===== src/rtl/bus_nxd_pkg.sv =====
// Shared definitions for the bus NXD timer: channel state encoding and default timing constants.
package bus_nxd_pkg;

    typedef enum logic [1:0] {
        CH_IDLE = 2'b00,
        CH_WAIT = 2'b01,
        CH_NXD  = 2'b10
    } chan_state_e;

    localparam int unsigned LATCH_CYCLES_DEF   = 4;
    localparam int unsigned TIMEOUT_CYCLES_DEF = 64;

endpackage


===== src/rtl/bus_nxd_chan.sv =====
// One bus-cycle channel: edge detect, latch pulse stretcher and (with BUS_NXD_TIMEOUT_EN) the ack timeout FSM.
module bus_nxd_chan
    import bus_nxd_pkg::*;
#(
    parameter int unsigned LATCH_CYCLES   = LATCH_CYCLES_DEF,
    parameter int unsigned TIMEOUT_CYCLES = TIMEOUT_CYCLES_DEF
) (
    input  logic clk,
    input  logic rst,
    input  logic clken,
    input  logic cycle,
    input  logic ack,
    input  logic clr,
    output logic latch,
    output logic busy,
    output logic nxd
);

    localparam int unsigned LCNT_W = $clog2(LATCH_CYCLES) + 1;
    localparam int unsigned TMR_W  = $clog2(TIMEOUT_CYCLES);
    localparam logic [LCNT_W-1:0] LCNT_LOAD = LCNT_W'(LATCH_CYCLES);
    localparam logic [TMR_W-1:0]  TMR_LOAD  = TMR_W'(TIMEOUT_CYCLES - 1);

    logic              prev_q;
    logic              rise;
    logic [LCNT_W-1:0] lcnt_q, lcnt_d;

    assign rise = cycle & ~prev_q;

    always_comb begin
        lcnt_d = lcnt_q;
        if (rise) begin
            lcnt_d = LCNT_LOAD;
        end else if (lcnt_q != '0) begin
            lcnt_d = lcnt_q - LCNT_W'(1);
        end
    end

    always_ff @(posedge clk or negedge rst) begin
        if (!rst) begin
            prev_q <= 1'b0;
            lcnt_q <= '0;
        end else if (clken) begin
            prev_q <= cycle;
            lcnt_q <= lcnt_d;
        end
    end

    assign latch = (lcnt_q != '0);

`ifdef BUS_NXD_TIMEOUT_EN
    chan_state_e      state_q, state_d;
    logic [TMR_W-1:0] tmr_q, tmr_d;

    always_ff @(posedge clk or negedge rst) begin
        if (!rst) begin
            state_q <= CH_IDLE;
            tmr_q   <= '1;
        end else if (clken) begin
            state_q <= state_d;
            tmr_q   <= tmr_d;
        end
    end

    // Priority in WAIT: ack, then aborted cycle, then expiry, so ack beats timeout on the same tick.
    always_comb begin
        state_d = state_q;
        tmr_d   = tmr_q;
        unique case (state_q)
            CH_IDLE: begin
                if (rise) begin
                    state_d = CH_WAIT;
                    tmr_d   = TMR_LOAD;
                end
            end
            CH_WAIT: begin
                if (ack || !cycle) begin
                    state_d = CH_IDLE;
                end else if (tmr_q == '0) begin
                    state_d = CH_NXD;
                end else begin
                    tmr_d = tmr_q - TMR_W'(1);
                end
            end
            CH_NXD: begin
                if (clr && rise) begin
                    state_d = CH_WAIT;
                    tmr_d   = TMR_LOAD;
                end else if (clr) begin
                    state_d = CH_IDLE;
                end
            end
            default: begin
                state_d = CH_IDLE;
            end
        endcase
    end

    assign busy = (state_q == CH_WAIT);
    assign nxd  = (state_q == CH_NXD);
`else
    logic unused_inputs;
    assign unused_inputs = &{1'b0, ack, clr, TMR_LOAD};

    assign busy = 1'b0;
    assign nxd  = 1'b0;
`endif

endmodule


===== src/rtl/bus_nxd_timer.sv =====
// Bus NXD timer top: CHANNELS independent bus_nxd_chan instances plus the registered nxdAny summary.
// Optional ack-timeout/NXD state machines are built only when BUS_NXD_TIMEOUT_EN is defined.
module bus_nxd_timer
    import bus_nxd_pkg::*;
#(
    parameter int unsigned CHANNELS       = 2,
    parameter int unsigned LATCH_CYCLES   = LATCH_CYCLES_DEF,
    parameter int unsigned TIMEOUT_CYCLES = TIMEOUT_CYCLES_DEF
) (
    input  logic                clk,
    input  logic                rst,
    input  logic                clken,
    input  logic [CHANNELS-1:0] cycle,
    input  logic [CHANNELS-1:0] ack,
    input  logic [CHANNELS-1:0] clr,
    output logic [CHANNELS-1:0] latch,
    output logic [CHANNELS-1:0] busy,
    output logic [CHANNELS-1:0] nxd,
    output logic                nxdAny
);

    logic nxd_any_q;

    for (genvar g = 0; g < CHANNELS; g++) begin : g_chan
        bus_nxd_chan #(
            .LATCH_CYCLES  (LATCH_CYCLES),
            .TIMEOUT_CYCLES(TIMEOUT_CYCLES)
        ) u_chan (
            .clk  (clk),
            .rst  (rst),
            .clken(clken),
            .cycle(cycle[g]),
            .ack  (ack[g]),
            .clr  (clr[g]),
            .latch(latch[g]),
            .busy (busy[g]),
            .nxd  (nxd[g])
        );
    end

    // Updated every clk regardless of clken so it trails nxd by exactly one clock.
    always_ff @(posedge clk or negedge rst) begin
        if (!rst) begin
            nxd_any_q <= 1'b0;
        end else begin
            nxd_any_q <= |nxd;
        end
    end

    assign nxdAny = nxd_any_q;

endmodule


===== config.mk =====
export PLATFORM = sky130hd
export DESIGN_NAME = bus_nxd_timer
export DESIGN_NICKNAME = d
export VERILOG_FILES = /design/src/rtl/bus_nxd_pkg.sv /design/src/rtl/bus_nxd_chan.sv /design/src/rtl/bus_nxd_timer.sv
export SDC_FILE = /design/constraint.sdc
export NUM_CORES = 1
export LEC_CHECK = 0
export CAP_MARGIN = 20
export CORE_AREA = 3 3 40 42
export DETAILED_ROUTE_END_ITERATION = 7
export DIE_AREA = 0 0 43 45
export GPL_TIMING_DRIVEN = 0
export PLACE_DENSITY_LB_ADDON = 0.1
export SYNTH_ARGS = -nofsm -noshare
export SYNTH_HDL_FRONTEND = slang
export SYNTH_SLANG_ARGS = --single-unit

===== constraint.sdc =====
create_clock -name clk -period 2.2 [get_ports clk]
set_input_delay 0.55 -clock clk [delete_from_list [all_inputs] [get_ports clk]]
set_output_delay 0.55 -clock clk [all_outputs]
set_load 0.01 [all_outputs]

==> impl_metrics.csv, run 1 <==
group,metric,value,unit
timing,setup_viol,0,
grt,grt_usage,8.992,%
cells_and_area,final_util,52.19,%
critical_path,reg2regPathDepth,5,
critical_path,r2r_start,"g_chan[1].u_chan.lcnt_q[0]",
floorplan,core_area,0.001285,mm2
pwr,powerDensity,1132,mW/mm2
timing,hold_viol,0,
logic_synthesis,synth_ff_type,"dfrtp_1",
logic_synthesis,synthDistinctLibCells,24,
logic_synthesis,yosys_warnings,0,
critical_path,cp.required,1.65,ns
placement,dp_cells,77,
placement,gp_congestion,0.7325,
floorplan,die_h,45,um
logic_synthesis,netlist_area,531.8,um2
floorplan,die_area,0.001935,mm2
grt,antenna_found_initial,0,
routing,viasPerCell,4.400,
routing,ant_nets,0,
clocking,cts_buffers,3,
placement,io_buffers,6,
clocking,cts-root-buf,"clkbuf_4",
routing,first_pass_iters,2,
critical_path,worstPathMaxFanout,4,
critical_path,worstSetupEndpointType,"output pin",
timing,skew,0.006822,ns
logic_synthesis,ys_seq_area_share,37.65,%
clocking,clock_path_buffers,2,
grt,grt_pass1_wl,1255,um
routing,dr_total_vias,352,
grt,grt_pass1_vias,288,
logic_synthesis,syn_inst,52,
routing,routed_wl,757,um
clocking,cts_setup_buffers,0,
routing,drt_iter0_drc,2,
min_path,hold_path_startpoint,"g_chan[1].u_chan.lcnt_q[1]",
pwr,leakagePower,0.3418,nW
timing,setup_tns,0,ns
cells_and_area,fin_cells,80,
min_path,hold_depth,1,
pwr,irDropWorstVdd,448.9,uV
timing,fin_crit,2.122,ns
timing,max_freq,0.4712,GHz
min_path,hold_end,"g_chan[1].u_chan.lcnt_q[1]",
floorplan,start_util,41.38,%
cells_and_area,diodes,0,
critical_path,critPathKind,"reg -> out",
grt,grt.overflow.total,0,
clocking,clock-sinks,8,
pwr,finalPower,0.0007595,W
placement,dp_hpwl,591.6,um
clocking,tritoncts,"yes",
flow_run,cap_violations,0,
cells_and_area,fin_nets,80,
floorplan,ios,16,
routing,wl_per_cell,9.463,um
clocking,clk_latency,0.26,ns
cells_and_area,drive_above_1_share,30.77,%
status,outcome,"completed",
timing,report.final.slew_viol_count,0,
floorplan,die_w,43,um
logic_synthesis,synth-edff-count,0,
floorplan,rows,13,
logic_synthesis,async_flop_share,100.0,%
logic_synthesis,synth.avg_cell_area,10.23,um2
grt,grt_max_degree,11,
routing,drc,0,
timing,fin_hold_ws,0.4876,ns
cells_and_area,syn_to_final_growth,26.12,%
clocking,clkSlewWorstSetupHoldPaths,0.06,ns
clocking,htreeDepth,1,
critical_path,worstPathArrival,1.57,ns
timing,rsz0062_at_grt,"false",
critical_path,critPathLaunchType,"flip-flop",
critical_path,r2r-end,"g_chan[1].u_chan.lcnt_q[2]",
min_path,hold_class,"reg -> reg",
logic_synthesis,ys_ff_latch,8,
critical_path,regToRegSetupSlack,1.00,ns
clocking,cts-hold-fix-buffers,0,
timing,finalCritPeriodShare,96.46,%
==> state kept, by name (all words and copies together) (netlist names) <==
register,cells
g_chan.u_chan.prev_q,2
g_chan.u_chan.lcnt_q,6
==> area by class of cell <==
class	instances	area, um2
plain buffers	8	60.06
well taps	15	18.77
repair buffers	6	62.56
inverters	4	15.01
multi-input cells	36	291.5
fillers	119	614.3
flip-flops and latches	8	200.2
clock buffers	3	22.52
==> routing by layer <==
| metal | up-vias | global-route usage (%) | share of wire (%) |
|---|---|---|---|
| li1 | 188 | - | - |
| met1 | 152 | 12.38 | 46 |
| met2 | 10 | 11.38 | 44 |
| met3 | 2 | 1.594 | 7.0 |
| met4 | 0 | 9.036 | 2.8 |
| met5 | - | 0 | 0 |
==> synth_stat cells (2+ instances only) <==
master	instances	area, um2
buf_4	8	60.06
dfrtp_1	8	200.2
ha_1	4	50.05
inv_1	4	15.01
nand2_1	4	15.01
nor2b_1	3	18.77
mux2_2	2	22.52
mux2i_1	2	20.02
o22ai_1	2	12.51
==> report_power, final <==
part / internal, W / switching [W]
Sequential: 0.000206 / 0.0000360
Combinational: 0.000229 / 0.000177
Clock: 0.0000624 / 0.0000500
Total: 0.000497 / 0.000263
==> worst max-delay path by stage <==
stage                                     startpoint       end
after global placement    g_chan[0].u_chan.lcnt_q[0]  latch[0]
after CTS                 g_chan[1].u_chan.lcnt_q[0]  latch[1]
after global routing      g_chan[1].u_chan.lcnt_q[0]  latch[1]
final                     g_chan[1].u_chan.lcnt_q[0]  latch[1]
after floorplan           g_chan[0].u_chan.lcnt_q[0]  latch[0]
after detailed placement  g_chan[0].u_chan.lcnt_q[0]  latch[0]
==> cell usage in the layout, fill, tap and decap left out, drive strengths merged, types with 2 or more instances in the layout <==
cell type	netlist	final
buf	8	8
dfrtp	8	8
conb	1	5
clkdlybuf4s50	0	5
nand2	4	4
inv	4	4
nor2b	4	4
ha	4	4
clkbuf	0	3
nand2b	3	3
mux2	2	2
mux2i	2	2
o22ai	2	2
o21ai	2	2
==> critical path: stages, from the launching register on <==
cell,delay [ns]
dfrtp_1,0.37
inv_1,0.13
ha_4,0.16
nand2b_4,0.07
buf_4,0.13
clkdlybuf4s50_1,0.46
==> cells by family (layout without fill, tap and decap cells) <==
family,Yosys count,count (layout),synth area share (%)
AND/OR/NAND/NOR,15,15,18.59
other,1,5,0.7052
buffers and inverters,12,21,14.12
multiplexers,4,4,8.000
AO/OA/AOI/OAI,8,8,11.53
flip-flops,8,8,37.65
adder cells (fa/ha/maj),4,4,9.412
==> per-stage QoR <==
stage | instance area [um2] | setup WS, ns
finish | 670.6 | 0.07777
global route | 670.6 | 0.01244
CTS | 650.6 | 0.004091
detailed placement | 625.6 | 0.2674
global placement | 625.6 | 0.2760
floorplan | 546.8 | 0.7837
==> repair_timing <==
action / CTS / global route
pin swaps: 0 / 1
resized for setup: 1 / 5
cloned: 0 / 0
endpoints found under the setup margin: 1 / 2
(Power assumes the default switching activity.)
==> run 2: changes to the inputs <==
Settings changed: SLEW_MARGIN set to 30.
==> results of run 2 <==
No change in the layout: final DEF, timing and power equal those of run 1.
